### src/rtl/demux_router_if.sv
// demux_router_if: valid/ready bus between one producer and the N consumers of demux_router.
// When DEMUX_ROUTER_BCAST_EN is defined, the in_bcast signal is added.
interface demux_router_if #(
    parameter int unsigned WIDTH = 8,
    parameter int unsigned N     = 8,
    parameter int unsigned SEL_W = 3
);
    logic                 in_valid;
    logic                 in_ready;
    logic [WIDTH-1:0]     in_data;
    logic [SEL_W-1:0]     in_sel;
`ifdef DEMUX_ROUTER_BCAST_EN
    logic                 in_bcast;
`endif
    logic [N-1:0]         out_valid;
    logic [N-1:0]         out_ready;
    logic [N*WIDTH-1:0]   out_data;

    // Producer/consumer side (drives words in, takes words out)
    modport master (
`ifdef DEMUX_ROUTER_BCAST_EN
        output in_bcast,
`endif
        output in_valid, in_data, in_sel, out_ready,
        input  in_ready, out_valid, out_data
    );

    // Router side
    modport slave (
`ifdef DEMUX_ROUTER_BCAST_EN
        input  in_bcast,
`endif
        input  in_valid, in_data, in_sel, out_ready,
        output in_ready, out_valid, out_data
    );
endinterface

### src/rtl/demux_router.sv
// demux_router: registered 1-to-N demultiplexer, one holding register per output channel.
// Words addressed to a channel index >= N are consumed, dropped and counted.
// Optional feature macro: DEMUX_ROUTER_BCAST_EN (adds in_bcast, load all channels at once).
module demux_router #(
    parameter int unsigned WIDTH = 8,
    parameter int unsigned N     = 8,
    parameter int unsigned SEL_W = 3
) (
    input  logic                clk,
    input  logic                resetn,
    demux_router_if.slave       bus,
    output logic [7:0]          drop_cnt,
    output logic                sel_err
);
    localparam int unsigned CNT_W   = 8;
    localparam logic [CNT_W-1:0] CNT_MAX = '1;

    logic [N-1:0]       valid_q;
    logic [N*WIDTH-1:0] data_q;
    logic [CNT_W-1:0]   drop_q;
    logic               err_q;

    logic [N-1:0]       free_c;
    logic [N-1:0]       hit_c;
    logic [N-1:0]       load_c;
    logic               legal_c;
    logic               bcast_c;
    logic               ready_c;
    logic               accept_c;
    logic               drop_c;

    // Decode destination, compute readiness and per-channel load strobes
    always_comb begin
        free_c  = ~valid_q | bus.out_ready;
        legal_c = (32'(bus.in_sel) < N);
        hit_c   = '0;
        for (int i = 0; i < int'(N); i++) begin
            hit_c[i] = legal_c && (bus.in_sel == SEL_W'(i));
        end
`ifdef DEMUX_ROUTER_BCAST_EN
        bcast_c = bus.in_bcast;
`else
        bcast_c = 1'b0;
`endif
        if (bcast_c) begin
            ready_c = &free_c;
        end else if (legal_c) begin
            ready_c = |(hit_c & free_c);
        end else begin
            ready_c = 1'b1;
        end
        accept_c = bus.in_valid & ready_c;
        load_c   = bcast_c ? {N{accept_c}} : (hit_c & {N{accept_c}});
        drop_c   = accept_c & ~legal_c & ~bcast_c;
    end

    // Channel holding registers: load wins over drain on the same edge
    always_ff @(posedge clk) begin
        if (!resetn) begin
            valid_q <= '0;
            data_q  <= '0;
        end else begin
            for (int i = 0; i < int'(N); i++) begin
                if (load_c[i]) begin
                    valid_q[i]                <= 1'b1;
                    data_q[i*WIDTH +: WIDTH]  <= bus.in_data;
                end else if (bus.out_ready[i]) begin
                    valid_q[i]                <= 1'b0;
                end
            end
        end
    end

    // Saturating drop counter and sticky illegal-select flag
    always_ff @(posedge clk) begin
        if (!resetn) begin
            drop_q <= '0;
            err_q  <= 1'b0;
        end else if (drop_c) begin
            err_q <= 1'b1;
            if (drop_q != CNT_MAX) begin
                drop_q <= drop_q + CNT_W'(1);
            end
        end
    end

    assign bus.in_ready  = ready_c;
    assign bus.out_valid = valid_q;
    assign bus.out_data  = data_q;
    assign drop_cnt      = drop_q;
    assign sel_err       = err_q;
endmodule

### src/flat_wrapper.sv
// flat-port wrapper written by rule: the top's interface ports become plain ports
module demux_router_flat 
#(
    parameter int unsigned WIDTH = 8,
    parameter int unsigned N     = 8,
    parameter int unsigned SEL_W = 3
)
  (clk, resetn, drop_cnt, sel_err, bus_in_valid, bus_in_data, bus_in_sel, bus_out_ready, bus_in_ready, bus_out_valid, bus_out_data);
  demux_router_if #(.WIDTH(WIDTH), .N(N), .SEL_W(SEL_W)) bus_i ();
  input  logic clk;
  input  logic resetn;
  output logic [7:0] drop_cnt;
  output logic sel_err;
  input wire logic [$bits(bus_i.in_valid)-1:0] bus_in_valid;
  input wire logic [$bits(bus_i.in_data)-1:0] bus_in_data;
  input wire logic [$bits(bus_i.in_sel)-1:0] bus_in_sel;
  input wire logic [$bits(bus_i.out_ready)-1:0] bus_out_ready;
  output wire logic [$bits(bus_i.in_ready)-1:0] bus_in_ready;
  output wire logic [$bits(bus_i.out_valid)-1:0] bus_out_valid;
  output wire logic [$bits(bus_i.out_data)-1:0] bus_out_data;
  assign bus_i.in_valid = bus_in_valid;
  assign bus_i.in_data = bus_in_data;
  assign bus_i.in_sel = bus_in_sel;
  assign bus_i.out_ready = bus_out_ready;
  assign bus_in_ready = bus_i.in_ready;
  assign bus_out_valid = bus_i.out_valid;
  assign bus_out_data = bus_i.out_data;
  demux_router #(.WIDTH(WIDTH), .N(N), .SEL_W(SEL_W)) u_core (.clk(clk), .resetn(resetn), .bus(bus_i), .drop_cnt(drop_cnt), .sel_err(sel_err));
endmodule
### config.mk
export PLATFORM = sky130hd
export DESIGN_NAME = demux_router_flat
export DESIGN_NICKNAME = d
export VERILOG_FILES = /design/src/rtl/demux_router_if.sv /design/src/rtl/demux_router.sv /design/src/flat_wrapper.sv
export SDC_FILE = /design/constraint.sdc
export NUM_CORES = 1
export LEC_CHECK = 0
export CORE_UTILIZATION = 41
export CTS_CLUSTER_SIZE = 25
export DETAILED_ROUTE_END_ITERATION = 16
export PLACE_DENSITY = 0.75
export SLEW_MARGIN = 10
export SYNTH_ARGS = -nofsm -noshare
export SYNTH_HDL_FRONTEND = slang
export SYNTH_SLANG_ARGS = --single-unit
### constraint.sdc
create_clock -name clk -period 1.8 [get_ports clk]
set_input_delay 0.45 -clock clk [delete_from_list [all_inputs] [get_ports clk]]
set_output_delay 0.45 -clock clk [all_outputs]
set_load 0.01 [all_outputs]
==> results by group <==
Clock network
  • Clk_lat worst skew: between 0.3 and 0.4 ns
  • Hold_buf cts: 0
  • Clk sinks: ~70
  • H-Tree Depth: 3
  • Root Driver: clkbuf_8
  • CTS tree: built
  • Clk buf depth: 2
  • Clk slew on worst S/H paths: ~0.07 ns
  • CTS Buf Count: 9

Routing
  • Drt wl/cell: 15.4 um
  • Drt total wl: around 8600 um
  • DRT Pass-1 Iters: 4
  • Initial DRC count: ~180
  • ANT nets after route: 0
  • Vias: a little under 3000
  • Vias per cell: 5.26
  • DRC: 0

Global route
  • Largest net degree at the start of global routing: 81
  • GR Overflow Total: 0
  • First-pass GRT wire length: 13700 um
  • All-Layer GR Usage: between 20% and 30%
  • Vias in the first global route: about 2800
  • Initial antenna violation count: 0

Logic synthesis
  • Synth Area per Inst: 9.54 um2
  • Post-synthesis cell area: around 3200 um2
  • YS warnings: 0
  • Area leader, netlist: dfxtp_1
  • Gate Count Post-Synth: roughly 330
  • Post-synth EDFFs: 0
  • Top cells by area, synth: dfxtp_1 45%, a21boi_0 11%, nand3_1 7.5%
  • Share of the synthesized area in the top cell type: about 45%
  • FFs w/ async S/R, synth: 0%
  • Ys flop type: dfxtp_1
  • Post-synthesis sequential area ratio: 45.2%
  • Most common library cells after synthesis: 72 x dfxtp_1, 48 x nand3_1, 48 x o21ai_0
  • Most frequent cell after synthesis: dfxtp_1
  • Synth cell types: 29
  • Flops & latches, synth: just over 70

Hold path
  • Worst Hold Launch: bus_out_ready[1]
  • Cells on Worst Hold Path: 3
  • Worst hold path class: primary input to flop
  • Hold EP: u_core.bus.out_valid[1]

Floorplan
  • Core Box Area: ~7400 um2
  • I/O Pins: ~100
  • Chip height: ~90 um
  • Row cnt: 31
  • Die ar.: 8130 um2
  • Die width: 90.1 um
  • Initial Utilization: 43.2%

Setup path
  • RR Startpoint: u_core.bus.out_valid[4]
  • Crit-path max FO: 2
  • FF-to-FF End: u_core.bus.out_data[33]
  • Worst Path Class, Setup: primary input to output port
  • Crit path capture type: output port
  • Crit path launch type: primary input
  • R2R depth: 4
  • R2r setup slk: around 0.50 ns
  • CP arrival: roughly 1.6 ns
  • Critical Path RT: between 1 and 1.5 ns

Timing
  • Crit path time final: around 2.1 ns
  • RSZ-0062 raised after global routing: true
  • Post-route clock period utilization: 116%
  • WHS: between 0.4 and 0.5 ns
  • Pins Over Slew Limit: 0
  • Setup violators final: 1
  • Final Hold Viols: 0
  • F_max: around 480 MHz
  • Worst Setup Slack, final: -0.280 ns
  • Setup Skew: between 0.005 and 0.006 ns

Layout
  • Proportion of layout cells with a drive suffix above 1: between 10% and 20%
  • Fin util: approximately 63%
  • Fin nets: ~480
  • Antenna Diode Count: 0
  • Fillers: about 640
  • Synthesis-to-layout area growth: 46.3%

Place
  • Final GP Congestion: between 0.7 and 0.8
  • Pre-CTS setup slack: -0.967 ns
  • Final HPWL from detailed placement: about 5900 um
  • # port buffers: 94

Power
  • Worst vdd ir: 0.480 mV
  • Pwr dens: 772 nW/um2
  • Static leakage: between 1.5 and 2 nW

Status
  • Violated checks: setup timing
  • Status: finished with violations

Job
  • Max cap viols: 0
==> critical path, stage by stage <==
cell	delay, ns
clkdlybuf4s15_2	0.19
nand2b_4	0.14
mux4_2	0.43
mux2_4	0.30
buf_6	0.12
==> area by class of cell <==
type,count,area [um2],share of cell area [%]
well taps,99,124,2.66
clock inverters,5,103,2.20
clock buffers,11,151,3.25
repair buffers,136,1260,27.1
flip-flops and latches,72,1450,31.1
multi-input cells,235,1570,33.6
==> per-layer routing <==
| layer | global-route usage, % | share of wire (%) |
|---|---|---|
| met4 | 7.39 | 1.5 |
| met1 | 26.8 | 42 |
| met3 | 4.48 | 7.7 |
| met2 | 36.3 | 49 |
| met5 | 0 | 0 |
==> state kept, by name, summed over array words and instances (netlist names) <==
register,count
u_core.bus.out_data,64
u_core.bus.out_valid,8
==> where the power goes <==
part	internal [mW]	total, mW	switching [mW]
Combinational	0.188	0.367	0.179
Sequential	1.63	1.65	0.0194
Clock	0.994	1.59	0.592
Total	2.81	3.60	0.790
==> worst max path at each step <==
stage / slack [ns] / end / from
after floorplan: -0.07 / bus_in_ready / bus_out_ready[7]
after global routing: -0.32 / bus_in_ready / u_core.bus.out_valid[5]
after global placement: -0.94 / bus_in_ready / bus_in_sel[2]
after CTS: -0.28 / bus_in_ready / u_core.bus.out_valid[5]
final: -0.28 / bus_in_ready / bus_out_ready[4]
after detailed placement: -0.97 / bus_in_ready / bus_in_sel[2]
==> logic make-up after synthesis <==
family	after synthesis	synth area share (%)
compound gates	104	20.7
flops	72	45.2
other cells	1	0.118
simple gates	103	19.7
buf+inv	35	7.31
mux	19	6.91
==> timing repair <==
item,4_1_cts,5_1_grt
buffers inserted,1,0
gates resized for setup,47,9
endpoints found under the setup margin,15,10
==> cells in the final DEF, fill, tap and decap left out, types with 2 or more instances in the layout <==
cell / Yosys / final
a21boi_1: 9 / 9
dfxtp_1: 72 / 64
clkdlybuf4s15_2: 0 / 2
o21ai_0: 48 / 48
clkdlybuf4s15_1: 0 / 2
and4bb_2: 2 / 2
a21boi_0: 46 / 46
nand2b_4: 5 / 8
dfxtp_2: 0 / 8
nand2_1: 24 / 24
nand3_1: 48 / 48
buf_6: 7 / 2
nor2b_1: 8 / 8
nand4bb_1: 2 / 2
mux4_2: 2 / 2
conb_1: 1 / 9
nand4b_1: 3 / 3
clkbuf_8: 0 / 11
clkdlybuf4s50_1: 0 / 74
bufinv_16: 0 / 3
buf_2: 4 / 6
mux2i_1: 16 / 16
dlymetal6s2s_1: 0 / 8
buf_4: 11 / 40
and4b_1: 2 / 2
==> metrics by stage <==
step	setup TNS (ns)	instance area [um2]	instances	total power, mW
4_1_cts	-0.282	4640	558	3.63
3_5_place_dp	-12.22	4370	541	2.05
3_3_place_gp	-10.32	4370	541	2.04
5_1_grt	-0.318	4660	558	3.73
6_report	-0.280	4660	558	3.60
2_1_floorplan	-0.0702	3220	342	1.86
Power figures use the tool's default switching activity.
